<file path="config.mk">
export PLATFORM = sky130hd
export DESIGN_NAME = color_measure_ctrl
export DESIGN_NICKNAME = d
export VERILOG_FILES = /design/src/rtl/color_measure_ctrl.sv
export SDC_FILE = /design/constraint.sdc
export NUM_CORES = 1
export LEC_CHECK = 0
export ABC_AREA = 0
export CORE_ASPECT_RATIO = 0.75
export CORE_MARGIN = 2
export CORE_UTILIZATION = 40
export CTS_CLUSTER_DIAMETER = 120
export DETAILED_ROUTE_END_ITERATION = 12
export GPL_ROUTABILITY_DRIVEN = 1
export PLACE_DENSITY = 0.59
export SLEW_MARGIN = 30
export SYNTH_ARGS = -nofsm -noshare
export SYNTH_HDL_FRONTEND = slang
export SYNTH_SLANG_ARGS = --single-unit
</file>
<file path="constraint.sdc">
create_clock -name clk -period 3.41 [get_ports clk]
set_clock_uncertainty 0.1 [all_clocks]
set_input_delay 0.682 -clock clk [delete_from_list [all_inputs] [get_ports clk]]
set_output_delay 0.682 -clock clk [all_outputs]
set_load 0.1 [all_outputs]
</file>
<file path="src/rtl/color_measure_ctrl.sv">
// Colour-sensor measurement sequencer: steps the filter through R/G/B, counts
// synchronized sensor edges over a gate window per filter, publishes a coherent triple.
module color_measure_ctrl #(
  parameter int SETTLE_CYCLES = 5000,
  parameter int GATE_CYCLES   = 500000,
  parameter int CNT_W         = 16
) (
  input  logic        clk,
  input  logic        rst,
  input  logic        start,
  input  logic        sensor_out,
  output logic        s2,
  output logic        s3,
  output logic [15:0] red,
  output logic [15:0] green,
  output logic [15:0] blue,
  output logic        valid,
  output logic        busy
);

  localparam int TMAX = (SETTLE_CYCLES > GATE_CYCLES) ? SETTLE_CYCLES : GATE_CYCLES;
  localparam int TW   = ($clog2(TMAX) < 1) ? 1 : $clog2(TMAX);
  localparam logic [TW-1:0]    SETTLE_LAST = TW'(SETTLE_CYCLES - 1);
  localparam logic [TW-1:0]    GATE_LAST   = TW'(GATE_CYCLES - 1);
  localparam logic [CNT_W-1:0] CNT_MAX     = {CNT_W{1'b1}};

  typedef enum logic [1:0] {IDLE, SETTLE, COUNT, DONE} state_t;

  state_t           state_reg, state_next;
  logic [TW-1:0]    timer_reg, timer_next;
  logic [CNT_W-1:0] cnt_reg, cnt_next;
  logic [CNT_W-1:0] cnt_sat;
  logic [1:0]       ch_reg, ch_next;
  logic [1:0]       filter_next;
  logic             gate_end;

  logic             sync1_reg, sync2_reg, prev_reg;
  logic             edge_det;

  logic             s2_reg, s3_reg, busy_reg, valid_reg;
  logic [15:0]      red_reg, green_reg, blue_reg;

  // Asynchronous pin: two-stage synchronizer, then rising-edge detect.
  always_ff @(posedge clk) begin
    if (rst) begin
      sync1_reg <= 1'b0;
      sync2_reg <= 1'b0;
      prev_reg  <= 1'b0;
    end else begin
      sync1_reg <= sensor_out;
      sync2_reg <= sync1_reg;
      prev_reg  <= sync2_reg;
    end
  end

  assign edge_det = sync2_reg & ~prev_reg;
  assign cnt_sat  = (edge_det && (cnt_reg != CNT_MAX)) ? cnt_reg + CNT_W'(1) : cnt_reg;

  always_comb begin
    state_next = state_reg;
    timer_next = timer_reg;
    cnt_next   = cnt_reg;
    ch_next    = ch_reg;
    gate_end   = 1'b0;
    case (state_reg)
      IDLE: begin
        if (start) begin
          ch_next    = 2'd0;
          timer_next = '0;
          state_next = SETTLE;
        end
      end
      SETTLE: begin
        if (timer_reg == SETTLE_LAST) begin
          timer_next = '0;
          cnt_next   = '0;
          state_next = COUNT;
        end else begin
          timer_next = timer_reg + TW'(1);
        end
      end
      COUNT: begin
        cnt_next = cnt_sat;
        if (timer_reg == GATE_LAST) begin
          gate_end   = 1'b1;
          timer_next = '0;
          if (ch_reg == 2'd2) begin
            state_next = DONE;
          end else begin
            ch_next    = ch_reg + 2'd1;
            state_next = SETTLE;
          end
        end else begin
          timer_next = timer_reg + TW'(1);
        end
      end
      DONE:    state_next = IDLE;
      default: state_next = IDLE;
    endcase
  end

  // Filter select follows the upcoming state; DONE keeps the blue setting.
  always_comb begin
    filter_next = {s2_reg, s3_reg};
    case (state_next)
      IDLE: filter_next = 2'b10;
      SETTLE, COUNT: begin
        case (ch_next)
          2'd0:    filter_next = 2'b00;
          2'd1:    filter_next = 2'b11;
          default: filter_next = 2'b01;
        endcase
      end
      default: ;
    endcase
  end

  always_ff @(posedge clk) begin
    if (rst) begin
      state_reg <= IDLE;
      timer_reg <= '0;
      cnt_reg   <= '0;
      ch_reg    <= 2'd0;
    end else begin
      state_reg <= state_next;
      timer_reg <= timer_next;
      cnt_reg   <= cnt_next;
      ch_reg    <= ch_next;
    end
  end

  // Red and green are parked in shadows; blue's final count goes straight out.
  generate
    for (genvar gi = 0; gi < 2; gi++) begin : g_shadow
      logic [CNT_W-1:0] shadow_reg;
      always_ff @(posedge clk) begin
        if (rst)
          shadow_reg <= '0;
        else if (gate_end && (ch_reg == 2'(gi)))
          shadow_reg <= cnt_sat;
      end
    end
  endgenerate

  always_ff @(posedge clk) begin
    if (rst) begin
      s2_reg    <= 1'b1;
      s3_reg    <= 1'b0;
      busy_reg  <= 1'b0;
      valid_reg <= 1'b0;
      red_reg   <= '0;
      green_reg <= '0;
      blue_reg  <= '0;
    end else begin
      s2_reg    <= filter_next[1];
      s3_reg    <= filter_next[0];
      busy_reg  <= (state_next != IDLE);
      valid_reg <= (state_next == DONE);
      if (gate_end && (ch_reg == 2'd2)) begin
        red_reg   <= 16'(g_shadow[0].shadow_reg);
        green_reg <= 16'(g_shadow[1].shadow_reg);
        blue_reg  <= 16'(cnt_sat);
      end
    end
  end

  assign s2    = s2_reg;
  assign s3    = s3_reg;
  assign busy  = busy_reg;
  assign valid = valid_reg;
  assign red   = red_reg;
  assign green = green_reg;
  assign blue  = blue_reg;

endmodule

</file>
======== After elaboration in Yosys (flattened, before gate mapping) ========
Cells that the tools add are included.
operators by class
  $add $sub $neg .......................... 3
  multiply operators ...................... 0
  divide/modulo/power cells ............... 0
  magnitude comparators ................... 0
  equal/unequal tests ..................... 14
  shift operators ......................... 0
  muxes and demuxes ....................... 20
  bitwise gates (word level) .............. 2
  reductions and logical operators ........ 15
operator list
  kind                     count
  $mux W19                 3
  $pmux W19 S3             1
  $mux W16                 2
  $pmux W16 S2             1
  $add A19 B1 Y19 const B  1
  $eq A19 B13 Y1 const B   1
  $eq A19 B19 Y1 const B   1
  $add A16 B1 Y16 const B  1
  $ne A16 B16 Y1 const B   1
  $mux W2                  7
  $pmux W2 S2              3
  $eq A2 B2 Y1 const B     5
  $eq A2 B1 Y1 const B     4
  $logic_not A2 Y1         4
  $pmux W2 S4              1
  $reduce_bool A2 Y1       3
  $logic_and A1 B1 Y1      4
  $ne A2 B2 Y1 const B     2
  $reduce_and A2 Y1        2
  $reduce_bool A3 Y1       1
  $add A2 B1 Y2 const B    1
  $mux W1                  2
  $reduce_or A2 Y1         1
  $and A1 B1 Y1            1
  $not A1 Y1               1
word-level totals
  bits in registers ....................... 126
  bits in latches ......................... 0
  RAM bits ................................ 0
  bits in read-only memories .............. 0
  input bits .............................. 4
  output and inout port bits .............. 52
  logic and storage cells ................. 70
  memories kept ........................... 0

======== Logic depth before layout (Yosys ltp) ========
Gate-level depths: netlist of the first run.
  word-level depth ........................ 7
  mapped depth ............................ 11

======== Least setup slack after synthesis of the first run ========
OpenSTA, ideal clock, no wires.
  kind .................................... register to register
  start ................................... reg timer_reg[0]
  end ..................................... reg s2_reg (netlist: s2)
  data arrival time ....................... 2.758 ns
  data required time ...................... 3.191 ns
  path slack .............................. 0.433 ns
  stages on the path, launching flop included .. 12
  path buffers ............................ 0
  period minus slack after synthesis ...... 2.977 ns
  path through ............................ dfxtp_1 -> ha_1 -> nand3_1 -> nor4_1 -> a21oi_1 -> o21a_1 -> o31ai_1 -> inv_1 -> ha_1 -> or3b_2 -> a21oi_1 -> nor2_1
on the way
  word-level cells in the longest chain between the ends .. 6
ends and longest elaborated chain
  element                                                   RTL line  source
  start, declared                                           30        logic [TW-1:0] timer_reg, timer_next;
  start signal, assigned                                    126       timer_reg <= timer_next;
  $eq A19 B19 Y1 / $eq A19 B13 Y1 (equally long branches)   84, 74
  $mux W2, on equally long branches                         84, 74
  $pmux W2 S4 *                                             65        case (state_reg)
  named net state_next[1]                                   29        state_t state_reg, state_next;
  $eq A2 B1 Y1 / $eq A2 B2 Y1 (equally long branches)       105       case (state_next)
  $reduce_or A2 Y1                                          105
  $pmux W2 S2 / $reduce_bool A2 Y1 (equally long branches)  n/a
  end signal, assigned                                      155       s2_reg <= filter_next[1];
  end, declared                                             40        logic s2_reg, s3_reg, busy_reg, valid_reg;
Mark *: on every way through the listed nets, which the timed path passes. The rest lies on a longest branch.
A chain may end at the register's enable or synchronous reset.

======== Worst setup path after layout of the first run ========
Ends and elaborated chain as after synthesis.

==> results of run 1 <==
[per-layer routing]
layer,vias to the layer above,routed length [um],GRT usage [%]
met4,0,130,5.817
met1,2065,6623,28.31
met2,94,5371,26.76
met5,-,0,0
met3,15,647,4.895
li1,2206,-,-
[power groups by stage]
stage	sequential, W	clock [W]	combinational (W)
final	0.00150	0.00194	0.000238
after global routing	0.00150	0.00204	0.000263
after CTS	0.00150	0.00197	0.000236
after detailed placement	0.00153	0	0.000232
after global placement	0.00153	0	0.000231
after floorplan	0.00158	0	0.000132
[per-stage QoR]
| step | hold WS (ns) | cell area, um^2 | cells | setup slack, ns |
|---|---|---|---|---|
| after floorplan | 0.3138 | 5304 | 615 | 0.4332 |
| after global placement | 0.3376 | 5782 | 812 | 0.3323 |
| after detailed placement | 0.3300 | 5782 | 812 | 0.2816 |
| after CTS | 0.3513 | 6421 | 844 | 0.2319 |
| after global routing | 0.3680 | 6426 | 844 | 0.06588 |
| final | 0.3477 | 6426 | 844 | 0.3370 |
[Yosys cell counts, types with 2 or more instances]
master / n / area [um^2]
dfxtp_1: 126 / 2522
nand3_1: 15 / 75.07
nand4_1: 14 / 87.58
nor4_1: 6 / 37.54
nor3_1: 5 / 25.02
nand2_1: 123 / 461.7
ha_1: 12 / 150.1
a311oi_1: 2 / 17.52
a211oi_1: 27 / 202.7
o21ai_0: 5 / 25.02
inv_1: 9 / 33.78
and3_1: 11 / 68.82
and2_1: 3 / 18.77
o21a_1: 3 / 22.52
or3_1: 5 / 31.28
xnor2_1: 11 / 96.34
nor4b_1: 2 / 17.52
nand2b_1: 6 / 37.54
nor2b_1: 7 / 43.79
a211oi_2: 4 / 50.05
buf_6: 4 / 45.04
a22oi_1: 5 / 37.54
a21oi_1: 62 / 310.3
buf_4: 8 / 60.06
o2bb2ai_1: 7 / 61.31
clkbuf_1: 18 / 67.56
nor2_1: 65 / 244.0
xor2_1: 20 / 175.2
buf_2: 3 / 15.01
[cell families after synthesis]
family	synth area share, %
fa+ha+maj	2.831
compound gates	15.38
flops	47.56
simple gates	24.56
xor+xnor	5.119
buf+inv	4.340
mux	0.2123
[how the worst max path moves through the flow]
stage / from / end / slack (ns)
after floorplan: timer_reg[0] / s2 / 0.43
after global placement: timer_reg[5] / s2 / 0.33
after detailed placement: timer_reg[0] / s2 / 0.28
after CTS: timer_reg[0] / s2 / 0.23
after global routing: timer_reg[0] / s2 / 0.07
final: timer_reg[0] / s2 / 0.34
[final cells by class]
| cell class | instances | area [um^2] | area share, % |
|---|---|---|---|
| multi-input cells | 445 | 2557 | 39.80 |
| inverters | 10 | 37.54 | 0.5841 |
| well taps | 171 | 214.0 | 3.329 |
| repair buffers | 60 | 455.4 | 7.087 |
| flip-flops and latches | 126 | 2522 | 39.25 |
| clock buffers | 19 | 452.9 | 7.048 |
| clock inverters | 13 | 186.4 | 2.901 |
[cell usage in the layout, fill, tap and decap left out, types with 2 or more instances in the layout]
cell type        synthesis  routed
a211oi_1                27      27
a211oi_2                 4       4
a21oi_1                 62      62
a22oi_1                  5       5
a311oi_1                 2       2
and2_1                   3       3
and3_1                  11      10
and3_2                   1       2
buf_4                    8      58
bufinv_16                0       4
clkbuf_16                0      17
clkbuf_8                 0       2
clkdlybuf4s50_1          0       2
clkinv_2                 0       3
clkinv_4                 0       4
dfxtp_1                126     126
ha_1                    12      12
inv_1                    9       9
nand2_1                123     123
nand2b_1                 6       6
nand3_1                 15      15
nand4_1                 14      14
nor2_1                  65      65
nor2b_1                  7       7
nor3_1                   5       5
nor4_1                   6       6
nor4b_1                  2       2
o21a_1                   3       3
o21ai_0                  5       5
o2bb2ai_1                7       7
or3_1                    5       5
xnor2_1                 11      11
xor2_1                  20      20
[worst register-to-register path, stage by stage (launching register included)]
cell	delay (ns)
dfxtp_1	0.37
ha_1	0.22
nand3_1	0.17
nor4_1	0.42
a21oi_1	0.18
o21a_1	0.21
o31ai_2	0.28
inv_1	0.11
ha_1	0.23
or3b_2	0.48
a21oi_1	0.13
nor2_1	0.06
==> results.tsv, run 1 <==
metric	value	unit
Post-synth ARST share	0	%
Clk Latency, worst-skew pair	0.41	ns
number of max-cap violations	0	
cell-internal power	0.002813	W
Comb pwr share	6.5	%
worst reg-to-reg setup slack	0.34	ns
Util after Layout	49.54	%
TritonRoute pass-1 iters	4	
n_diodes	0	
synthesized cell area	0.005304	mm^2
Hold-fix buffers, CTS	0	
routed len/inst	15.13	um
HPWL Detailed	8841	um
PwrDens	572.0	mW/mm^2
Syn. warnings	0	
grt ovf	0	
EDFF count, synth	0	
hold crit path type	flop to flop	
# setup viols final	0	
share of cells above drive strength 1	16.34	%
type of the worst setup path	flop to flop	
sequential power share	40.7	%
first-pass GRT wire length	21290	um
Largest register FFs	32	
worst endpoint data arrival time	3.27	ns
total CTS buffers	17	
critical-path maximum fanout	4	
GR Util All Layers	19.04	%
Final Cycle Share	90.12	%
Crit path max-delay family	simple AND/OR/NAND/NOR gates	
slowest library cell on the worst path	or3b_2	
largest net degree at the start of global routing	56	
nets	676	
RR Startpoint	timer_reg[0]	
Synth Register Bits	126	
unrepaired setup endpoints after global routing	no	
routed vias	4380	
# rows	36	
P_leak	2.274	nW
Switching Share	23.47	%
Worst Tran Pin Value	0.7720	ns
CTS tree	built	
max incr delay on CP	0.48	ns
initial DRC count	363	
Switch Pwr	0.0008627	W
number of global-route vias before repair	4163	
critical path required time	3.61	ns
sequential-to-total area share from yosys stat	47.56	%
cell chosen for the clock root	clkbuf_16	
initial core utilization	40.89	%
syn_area_per_cell	8.624	um^2
Longest Clk Path Bufs	2	
most used flip-flop cell after synthesis	dfxtp_1	
postcts setup bufs	0	
r2r endpoint	s2	
fin crit period	3.073	ns
setup tns final	0	ns
Startpoint Class	flop	
final hold vios	0	
DIE WIDTH	137.0	um
Routed Antenna Nets	0	
Post-CTS Resized	0	
PortBufs	55	
htree depth	4	
Via density	5.190	
Max Fclk	0.3254	GHz
total routed wirelength	12770	um
Netlist cell types	56	
sink of the worst hold path	sync2_reg	
max_slew headroom	47.20	%
Worst R2R Path Depth	11	
overall power consumption	0.003676	W
min-delay src	sync1_reg	
outcome	finished clean	
clk slew on worst S/H paths	0.06	ns
initial antenna violation count	0	
Routability Congestion	0.8564	
Critical Path End Type	flop	
sum of buffers and inverters on the critical path	1	
Peak VDD IR	386.3	uV
Clock Power Share	52.8	%
max-slew violations	0	
CTS Sinks	126	
Stages on worst setup path	11	
Hold Crit Depth	1	
fill count	1217	
CORE AREA	0.01297	mm^2
Ports	56	
CP Cell Sequence	ha_1 > nand3_1 > nor4_1 > a21oi_1 > o21a_1 > o31ai_2 > inv_1 > ha_1 > or3b_2 > a21oi_1 > nor2_1	
Die Height	103.7	um
P&R area growth vs syn	21.16	%
die area	0.01421	mm^2
Mapped Nets	631	
# DRC	0	
Cells after Synth	615	
(Power assumes the default switching activity.)
==> inputs of run 2 (changes only) <==
--- a/config.mk
+++ b/config.mk
@@ -13,6 +13,7 @@
 export DETAILED_ROUTE_END_ITERATION = 12
 export GPL_ROUTABILITY_DRIVEN = 1
 export PLACE_DENSITY = 0.59
+export SKIP_CTS_REPAIR_TIMING = 1
 export SLEW_MARGIN = 30
 export SYNTH_ARGS = -nofsm -noshare
 export SYNTH_HDL_FRONTEND = slang
==> results of run 2 <==
Same layout as run 1: the final DEF is identical, and so are final timing and power.
==> inputs of run 3 (changes only) <==
--- a/config.mk
+++ b/config.mk
@@ -13,6 +13,7 @@
 export DETAILED_ROUTE_END_ITERATION = 12
 export GPL_ROUTABILITY_DRIVEN = 1
 export PLACE_DENSITY = 0.59
+export SETUP_SLACK_MARGIN = 0.2
 export SKIP_CTS_REPAIR_TIMING = 1
 export SLEW_MARGIN = 30
 export SYNTH_ARGS = -nofsm -noshare
==> results.tsv, run 3 (synthesis gave the netlist of run 1 again) <==
metric	value	unit	change
busiest layer in global routing	met1		
clk slew on worst S/H paths	0.06	ns	about the same
unrepaired setup endpoints after global routing	no		
DIE WIDTH	137.0	um	unchanged
Final Cycle Share	87.55	%	-2.6 points
max-slew violations	0		unchanged
Routed Antenna Nets	0		unchanged
overall power consumption	0.003686	W	+0.29%
CORE AREA	0.01297	mm^2	unchanged
routed len/inst	15.28	um	+0.96%
P_leak	2.292	nW	+0.78%
CTS Sinks	126		unchanged
Via density	5.244		+1.1%
GR Util met1	28.31	%	unchanged
TritonRoute pass-1 iters	6		+2
# setup viols final	0		unchanged
initial core utilization	40.89	%	unchanged
Clock Power Share	52.7	%	about the same
setup tns final	0	ns	unchanged
type of the worst setup path	flop to flop		
PortBufs	55		unchanged
most common cell after layout, fill and taps aside	dfxtp_1		
Switching Share	23.61	%	+0.14 points
GR Util met2	26.76	%	unchanged
initial DRC count	362		-0.28%
first-pass GRT wire length	21290	um	unchanged
cell chosen for the clock root	clkbuf_16		
largest net degree at the start of global routing	56		unchanged
Worst Tran Pin Value	0.7491	ns	-0.02292 ns
number of max-cap violations	0		unchanged
met3 Use GR	4.895	%	unchanged
die area	0.01421	mm^2	unchanged
n_diodes	0		unchanged
max_slew headroom	48.77	%	+1.6 points
Comb pwr share	6.6	%	about the same
Die Height	103.7	um	unchanged
initial antenna violation count	0		unchanged
Ports	56		unchanged
grt ovf	0		unchanged
Worst R2R Path Depth	10		-1
htree depth	4		unchanged
hold crit path type	flop to flop		
routed vias	4426		+1.1%
total routed wirelength	12900	um	+0.96%
share of cells above drive strength 1	16.94	%	+0.59 points
Hold Crit Depth	1		unchanged
fill count	1212		-0.41%
Min Hold Slack	0.3480	ns	+0.0002560 ns
worst endpoint data arrival time	3.19	ns	-0.08 ns
nets	676		unchanged
Max Fclk	0.3350	GHz	+2.9%
GR Util All Layers	19.04	%	unchanged
P&R area growth vs syn	21.89	%	
Largest register FFs	32		unchanged
Routability Congestion	0.8564		unchanged
commonest non-fill, non-tap cells in the layout	dfxtp_1 (126), nand2_1 (123), nor2_1 (65), a21oi_1 (62), buf_4 (58)		
CTS tree	built		
# DRC	0		unchanged
Switch Pwr	0.0008704	W	+0.89%
critical-path maximum fanout	5		+1
total CTS buffers	17		unchanged
Critical Path End Type	flop		
Util after Layout	49.84	%	+0.30 points
sequential power share	40.6	%	about the same
Startpoint Class	flop		
number of global-route vias before repair	4163		unchanged
# rows	36		unchanged
Longest Clk Path Bufs	2		unchanged
Peak VDD IR	387.9	uV	+0.41%
cell-internal power	0.002816	W	+0.11%
critical path required time	3.61	ns	about the same
outcome	finished clean		
fin crit period	2.985	ns	-0.08765 ns
HPWL Detailed	8841	um	unchanged
final hold vios	0		unchanged
Clk Latency, worst-skew pair	0.41	ns	about the same
PwrDens	570.2	mW/mm^2	-0.31%
-- run 3: cell count changes in the layout (fill, tap and decap cells not counted), sizes merged --
cell,previous run,this run
clkinv,8,7
clkinvlp,1,2
-- run 3: final timing paths --
| kind | start | to | slack (ns) |
|---|---|---|---|
| min | sync1_reg | sync2_reg | 0.35 |
| max | timer_reg[5] | s2 | 0.42 |
| max reg2reg | timer_reg[5] | s2 | 0.42 |
| min reg2reg | sync1_reg | sync2_reg | 0.35 |
-- run 3: worst max-delay path: stages, from the launching register on --
cell and delay, ns:
dfxtp_1 0.34, or4_4 0.60, nor3_4 0.25, a21oi_1 0.15, o21a_1 0.23, o31ai_4 0.22
inv_1 0.09, ha_1 0.22, or3b_2 0.48, a21oi_1 0.13, nor2_1 0.06
-- run 3: per-stage QoR --
step | instances | cell area [um^2] | setup slack [ns]
after global routing | 844 | 6465 | 0.2091
after CTS | 844 | 6421 | 0.2319
after floorplan | 615 | 5304 | 0.4332
final | 844 | 6465 | 0.4246
after global placement | 812 | 5782 | 0.3323
after detailed placement | 812 | 5782 | 0.2816
-- run 3: per-layer routing --
layer  part of all wire (%)  up-vias
li1                       -     2206
met1                     52     2090
met2                     43      119
met3                    4.8       11
met4                   0.67        0
met5                      0        -
-- run 3: final cells by class --
class	instances	area (um^2)	share of cell area (%)
Sequential cell	126	2522	39.02
Multi-Input combinational cell	445	2592	40.10
Clock inverter	13	186.4	2.884
Timing Repair Buffer	60	455.4	7.045
Tap cell	171	214.0	3.309
Inverter	10	41.29	0.6387
Clock buffer	19	452.9	7.006
-- run 3: power groups by stage --
stage | sequential (W) | clock, W | combinational, W
final | 0.00150 | 0.00194 | 0.000245
after CTS | 0.00150 | 0.00197 | 0.000236
after floorplan | 0.00158 | 0 | 0.000132
after global routing | 0.00150 | 0.00204 | 0.000269
after detailed placement | 0.00153 | 0 | 0.000232
after global placement | 0.00153 | 0 | 0.000231
